### config.mk
export PLATFORM = sky130hd
export DESIGN_NAME = serial_word_adder
export DESIGN_NICKNAME = d
export VERILOG_FILES = /design/src/rtl/serial_add_pkg.sv /design/src/rtl/nibble_adder.sv /design/src/rtl/serial_word_adder.sv
export SDC_FILE = /design/constraint.sdc
export NUM_CORES = 1
export LEC_CHECK = 0
export ABC_AREA = 1
export BUFFER_PORTS_ARGS = -buffer_cell sky130_fd_sc_hd__buf_2
export CORE_UTILIZATION = 30
export CTS_BUF_LIST = sky130_fd_sc_hd__clkbuf_4 sky130_fd_sc_hd__clkbuf_8
export CTS_CLUSTER_SIZE = 30
export DETAILED_ROUTE_END_ITERATION = 16
export MAX_ROUTING_LAYER = met4
export PLACE_DENSITY = 0.59
export SYNTH_ARGS = -nofsm -noshare
export SYNTH_HDL_FRONTEND = slang
export SYNTH_SLANG_ARGS = --single-unit
export TNS_END_PERCENT = 20
### constraint.sdc
create_clock -name clk -period 3 [get_ports clk]
set_clock_uncertainty 0.2 [all_clocks]
set_input_delay 0.15 -clock clk [delete_from_list [all_inputs] [get_ports clk]]
set_output_delay 0.15 -clock clk [all_outputs]
set_load 0.05 [all_outputs]
### src/rtl/serial_add_pkg.sv
// Shared types and constants for the nibble-serial word adder.
package serial_add_pkg;

    localparam int NIBBLE = 4;

    typedef enum logic [1:0] {
        IDLE = 2'd0,
        ADD  = 2'd1,
        DONE = 2'd2
    } state_t;

endpackage

### src/rtl/nibble_adder.sv
// Purely combinational 4-bit ripple-carry adder stage.
module nibble_adder
    import serial_add_pkg::*;
(
    input  logic [NIBBLE-1:0] a,
    input  logic [NIBBLE-1:0] b,
    input  logic              cin,
    output logic [NIBBLE-1:0] s,
    output logic              cout
);

    logic [NIBBLE:0] carry;

    assign carry[0] = cin;

    for (genvar gi = 0; gi < NIBBLE; gi++) begin : g_bit
        assign s[gi]       = a[gi] ^ b[gi] ^ carry[gi];
        assign carry[gi+1] = (a[gi] & b[gi]) | (carry[gi] & (a[gi] ^ b[gi]));
    end

    assign cout = carry[NIBBLE];

endmodule

### src/rtl/serial_word_adder.sv
// Wide-word adder that runs both operands LSB-first through one 4-bit stage,
// one nibble per cycle, with valid/ready handshakes on input and output.
module serial_word_adder
    import serial_add_pkg::*;
#(
    parameter int WIDTH = 16
) (
    input  logic             clk,
    input  logic             rst_n,
    input  logic             in_valid,
    output logic             in_ready,
    input  logic [WIDTH-1:0] a,
    input  logic [WIDTH-1:0] b,
    input  logic             cin,
    output logic             out_valid,
    input  logic             out_ready,
    output logic [WIDTH-1:0] sum,
    output logic             cout,
    output logic             ovf
);

    localparam int NSTEP = WIDTH / NIBBLE;
    localparam int IDXW  = (NSTEP > 1) ? $clog2(NSTEP) : 1;

    state_t           state_reg, state_next;
    logic [WIDTH-1:0] a_sh_reg, b_sh_reg;
    logic [WIDTH-1:0] sum_reg, sum_next;
    logic             a_msb_reg, b_msb_reg;
    logic             carry_reg, cout_reg, ovf_reg;
    logic [IDXW-1:0]  idx_reg;

    logic [NIBBLE-1:0] stage_s;
    logic              stage_cout;
    logic              accept, last_step;

    assign accept    = in_valid && (state_reg == IDLE);
    assign last_step = (idx_reg == IDXW'(NSTEP - 1));

    // Operands are shifted right each step, so the stage always sees bit 0..3.
    nibble_adder u_nibble_adder (
        .a    (a_sh_reg[NIBBLE-1:0]),
        .b    (b_sh_reg[NIBBLE-1:0]),
        .cin  (carry_reg),
        .s    (stage_s),
        .cout (stage_cout)
    );

    for (genvar gi = 0; gi < NSTEP; gi++) begin : g_sum_nibble
        assign sum_next[gi*NIBBLE +: NIBBLE] =
            (state_reg == ADD && idx_reg == IDXW'(gi)) ? stage_s
                                                       : sum_reg[gi*NIBBLE +: NIBBLE];
    end

    always_ff @(posedge clk or negedge rst_n) begin
        if (!rst_n) begin
            state_reg <= IDLE;
        end else begin
            state_reg <= state_next;
        end
    end

    always_comb begin
        state_next = state_reg;
        case (state_reg)
            IDLE:    if (in_valid)  state_next = ADD;
            ADD:     if (last_step) state_next = DONE;
            DONE:    if (out_ready) state_next = IDLE;
            default: state_next = IDLE;
        endcase
    end

    always_comb begin
        in_ready  = (state_reg == IDLE);
        out_valid = (state_reg == DONE);
    end

    always_ff @(posedge clk or negedge rst_n) begin
        if (!rst_n) begin
            a_sh_reg  <= '0;
            b_sh_reg  <= '0;
            a_msb_reg <= 1'b0;
            b_msb_reg <= 1'b0;
            carry_reg <= 1'b0;
            idx_reg   <= '0;
            sum_reg   <= '0;
            cout_reg  <= 1'b0;
            ovf_reg   <= 1'b0;
        end else if (accept) begin
            a_sh_reg  <= a;
            b_sh_reg  <= b;
            a_msb_reg <= a[WIDTH-1];
            b_msb_reg <= b[WIDTH-1];
            carry_reg <= cin;
            idx_reg   <= '0;
        end else if (state_reg == ADD) begin
            a_sh_reg  <= a_sh_reg >> NIBBLE;
            b_sh_reg  <= b_sh_reg >> NIBBLE;
            carry_reg <= stage_cout;
            idx_reg   <= idx_reg + 1'b1;
            sum_reg   <= sum_next;
            if (last_step) begin
                // Top nibble's MSB is the final sum sign bit.
                cout_reg <= stage_cout;
                ovf_reg  <= (a_msb_reg == b_msb_reg) && (stage_s[NIBBLE-1] != a_msb_reg);
            end
        end
    end

    assign sum  = sum_reg;
    assign cout = cout_reg;
    assign ovf  = ovf_reg;

endmodule

; Yosys cells after proc, flatten, opt, wreduce, memory -nomap -nowiden
; Cells that the tools add are included.
[word_totals]
latchBits = 0
romBits = 0
output_inout_bits = 20
ramBits = 0
mem_count = 0
ff_bits = 57
[op_classes]
n_eq_ne = 10
n_bitwise = 21
addsub = 1
div_mod_pow = 0
muxes = 12
shift = 0
multipliers = 0
reduce_logical = 15
order_cmp = 0
[ops]
columns = cell, count
row1 = 16-bit 2-to-1 mux, 4
row2 = 3-bit AND reduction, 6
row3 = 2-bit 2-to-1 mux, 5
row4 = 1-bit bitwise AND, 8
row5 = 1-bit XOR, 8
row6 = "2-bit == test, second input constant", 3
row7 = 1-bit logical AND, 6
row8 = 2-bit one-hot mux with 3 select lines, 1
row9 = "2-bit by 1-bit == test with 1-bit output, second input constant", 2
row10 = 2-bit zero test, 2
row11 = "2-bit inequality test, second input constant", 2
row12 = 1-bit bitwise OR, 4
row13 = "2-bit by 1-bit adder with 2-bit output, second input constant", 1
row14 = 1-bit 2-to-1 mux, 2
row15 = "2-bit by 1-bit inequality test with 1-bit output, second input constant", 1
row16 = 2-bit nonzero test, 1
row17 = 1-bit == test, 1
row18 = 1-bit inequality test, 1
row19 = 1-bit NOT, 1

; Depth between registers and ports, before layout
[depth]
ltp_word = 11
depth_mapped = 12

; Cells and area by module
; A second synthesis with hierarchy kept.
[hier_totals]
hier_cells = 303
area_unflattened_um2 = 2573.7
[modules_own_cells]
columns = module, instances, area_each_um2, seq_area_each_um2, cells_per_inst
row1 = serial_word_adder, 1, 2456.1, 1426.4, 289
row2 = nibble_adder, 1, 117.6, 0.0, 14

; Worst setup path after synthesis
; Ideal clock, no wire load.
[synth_timing]
kind = register -> register
startpoint = register a_sh_reg[0]
endpoint = register ovf_reg, in the netlist ovf
arrival_ns = 2.175
slack_ns = 0.559
period_less_slack_ns = 2.441
n_path_buf = 0
path_stages_with_launch = 13
path_cell_list = dfrtp_1 -> fa_1 -> inv_1 -> fa_1 -> inv_1 -> fa_1 -> inv_1 -> fa_1 -> inv_1 -> nand2_1 -> nand2_1 -> nand2_1 -> nand2_1
[synth_via]
elab_chain_cells = 10
[synth_lines]
columns = item, line_no
row1 = start: declaration, serial_word_adder.sv:26  ; logic [WIDTH-1:0] a_sh_reg, b_sh_reg;
row2 = start signal: assignment, serial_word_adder.sv:96  ; a_sh_reg <= a_sh_reg >> NIBBLE;
row3 = 1-bit XOR, nibble_adder.sv:18  ; assign carry[gi+1] = (a[gi] & b[gi]) | (carry[gi] & (a[gi] ^ b[gi]));
row4 = 1-bit bitwise AND, nibble_adder.sv:18
row5 = 1-bit bitwise OR *, nibble_adder.sv:18
row6 = 1-bit bitwise AND *, nibble_adder.sv:18
row7 = 1-bit bitwise OR *, nibble_adder.sv:18
row8 = 1-bit bitwise AND *, nibble_adder.sv:18
row9 = 1-bit bitwise OR *, nibble_adder.sv:18
row10 = 1-bit XOR *, nibble_adder.sv:17  ; assign s[gi] = a[gi] ^ b[gi] ^ carry[gi];
row11 = 1-bit inequality test *, serial_word_adder.sv:104  ; ovf_reg <= (a_msb_reg == b_msb_reg) && (stage_s[NIBBLE-1] != a_msb_reg);
row12 = 1-bit logical AND *, serial_word_adder.sv:104
row13 = end signal: assignment, serial_word_adder.sv:104
row14 = end: declaration, serial_word_adder.sv:29  ; logic carry_reg, cout_reg, ovf_reg;
; Mark *: on every way between the ends. The rest lies on a longest branch, timed or not.
; A chain may end at the register's enable or synchronous reset.

; Final worst setup path
; Same ends and word-level chain as after synthesis.

==> results.tsv <==
stage	metric	value	unit
critical_path	end_kind	flip-flop	
place	place_hpwl	4060	um
finish	nets	440	
routing	wl_per_cell	12.13	um
hold_path	hold_end	a_sh_reg[12]$_DFFE_PN0P_	
clock_network	clock-sinks	57	
floorplanning	fp.dieH	94.44	um
timing	rsz0062_at_grt	false	
clock_network	cts_buffers	9	
timing	post-route-period-util	0.8721	
clock_network	clock_latency	0.34	ns
floorplanning	start_util	0.3105	
critical_path	reg2reg_from	a_sh_reg[0]$_DFFE_PN0P_	
finish	drive_gt1_frac	0.2005	
floorplanning	die_x	94.44	um
routing	drt-pass1-iter-count	4	
clock_network	ctsHoldBuffers	35	
synthesis	ys_seq_elements	57	
synthesis	netlist_area	0.002564	mm^2
routing	initialDrtViolationCount	124	
critical_path	cp.required	3.08	ns
critical_path	r2r_setup_slack	0.38	ns
finish	multi_input_area	991.0	um^2
clock_network	cts_max_level	3	
critical_path	critPathMaxFanout	5	
floorplanning	row_count	33	
global_route	grt_first_pass_wirelength	10070	um
routing	via_count	2225	
global_route	gr-usage-all-layers	0.1573	
floorplanning	io_pins	57	
clock_network	cts_tree	done	
critical_path	critPathLaunchType	flip-flop	
synthesis	netlist_instances	302	
global_route	grt-ovfl-total	0	
synthesis	yosysTopAreaCell	dfrtp_1	
critical_path	crit_arrival	2.70	ns
timing	drv_slew	0	
place	gp_congestion	0.7739	
clock_network	root_buffer	clkbuf_8	
clock_network	clock_path_buffers	2	
routing	drc_errors	0	
critical_path	reg2regPathDepth	12	
finish	layout-area-overhead-vs-synth	35.87	%
timing	hold_violations	0	
hold_path	hp-class	input pin to flip-flop	
routing	drt_wl_total	6112	um
timing	fmaxAchievable	0.3822	GHz
clock_network	clkSlewWorstSetupHoldPaths	0.06	ns
routing	via_per_inst	4.415	
timing	setup_tns	0	ns
critical_path	path_class	flip-flop to flip-flop	
synthesis	ys_seq_area_frac	0.5564	
global_route	grt_pass1_vias	2152	
synthesis	syn-num-nets	347	
critical_path	r2r-end	ovf$_DFFE_PN0P_	
timing	worstMarginPinSlew	0.7261	ns
synthesis	synth.distinct_cells	16	
hold_path	whs_path_depth	3	
timing	setup_viol_count_final	0	
synthesis	synth_ff_type	dfrtp_1	
floorplanning	coreArea	0.008258	mm^2
synthesis	async_flop_share	1.000	
finish	num_antenna_cells	0	
clock_network	cts_resized	0	
synthesis	yosysWarnings	0	
finish	n_fill_cell	856	
synthesis	synth-edff-count	0	
routing	drtAntennaViolNets	0	
timing	fin_crit	2.616	ns
status	status	finished, final reports clean	
global_route	antenna_found_initial	0	
clock_network	post-cts-setup-buffers	0	
power	ir_drop	0.4329	mV
power	p_per_area	1066	mW/mm^2
finish	seqCellArea	0.001426	mm^2
floorplanning	design.die.area	0.008919	mm^2
place	io_buffers	56	
power	leakage	1.842	nW
hold_path	hp-start	in_valid	
synthesis	synth_common_cells	nand2_1 (130), dfrtp_1 (57), nand3_1 (57)	
timing	slew_headroom	0.5154	
synthesis	yosysMostFrequentCell	nand2_1	
timing	whs	0.1664	ns
synthesis	synth_area_leaders	dfrtp_1 (56%), nand2_1 (19%), nand3_1 (11%), fa_1 (3.1%), inv_1 (2.8%)	
job	drv_cap	0	
global_route	grt_max_degree	36	
synthesis	syn_avg_cell_area	8.489	um^2
synthesis	yosysTopAreaCellShare	0.5564	
## worst max-delay path by stage
| stage | cells past startpoint | slack (ns) | end | startpoint |
|---|---|---|---|---|
| after detailed placement | 12 | 0.40 | ovf$_DFFE_PN0P_ | a_sh_reg[0]$_DFFE_PN0P_ |
| after global routing | 12 | 0.23 | ovf$_DFFE_PN0P_ | a_sh_reg[0]$_DFFE_PN0P_ |
| final | 12 | 0.38 | ovf$_DFFE_PN0P_ | a_sh_reg[0]$_DFFE_PN0P_ |
| after floorplan | 12 | 0.56 | ovf$_DFFE_PN0P_ | a_sh_reg[0]$_DFFE_PN0P_ |
| after global placement | 12 | 0.47 | ovf$_DFFE_PN0P_ | a_sh_reg[0]$_DFFE_PN0P_ |
| after CTS | 12 | 0.36 | ovf$_DFFE_PN0P_ | a_sh_reg[0]$_DFFE_PN0P_ |
## stage by stage
| stage | instance area (um^2) | total power, mW | util | instances | setup slack (ns) |
|---|---|---|---|---|---|
| 6_report | 3483 | 3.713 | 0.4218 | 504 | 0.3837 |
| 5_1_grt | 3483 | 4.008 | 0.4218 | 504 | 0.2316 |
| 4_1_cts | 3483 | 3.770 | 0.4218 | 504 | 0.3570 |
| 3_5_place_dp | 2934 | 2.993 | 0.3553 | 454 | 0.4030 |
| 3_3_place_gp | 2934 | 2.938 | 0.3553 | 454 | 0.4707 |
| 2_1_floorplan | 2564 | 2.544 | - | 302 | 0.5587 |
## power breakdown
group	switching, mW	internal (mW)	total, mW	leakage (nW)
clock	0.295	0.430	0.725	0.106
combinational	1.23	0.488	1.71	1.00
sequential	0.188	1.09	1.27	0.734
total	1.71	2.00	3.71	1.84
## cells by family after synthesis
family | Yosys count | synth area share
flops | 57 | 0.5564
simple gates | 196 | 0.3177
compound gates | 8 | 0.01806
buf+inv | 33 | 0.05710
fa+ha+maj | 8 | 0.05076
## cells in the final DEF (no fill, tap or decap), drive strengths merged, types with 7 or more instances in the layout
master,synthesis,layout
buf,10,60
dlygate4sd3,0,35
nand2,132,132
nand3,57,57
inv,20,20
dfrtp,57,57
clkbuf,3,12
nor2,7,7
o21ai,7,7
## area by class of cell
type,instances,share of cell area
flip-flops and latches,57,0.4095
multi-input cells,212,0.2845
repair buffers,95,0.1897
clock buffers,12,0.04562
well taps,105,0.03772
inverters,20,0.02155
clock inverters,3,0.01149
## critical path, cell delays in order, from the launching register on
cell and delay (ns):
dfrtp_1 0.40, fa_1 0.42, inv_1 0.08, fa_1 0.16, inv_1 0.05, fa_1 0.36, inv_1 0.08, fa_1 0.43
inv_1 0.16, nand2_1 0.07, nand2_1 0.05, nand2_1 0.04, nand2_1 0.06
## per-layer routing
layer / up-vias / wire [um] / global-route usage
met2: 55 / 2958 / 0.2500
li1: 1138 / - / -
met5: - / 0 / -
met4: 0 / 72 / 0.07692
met1: 1024 / 2767 / 0.1855
met3: 8 / 314 / 0.03945
Power figures use the tool's default switching activity.
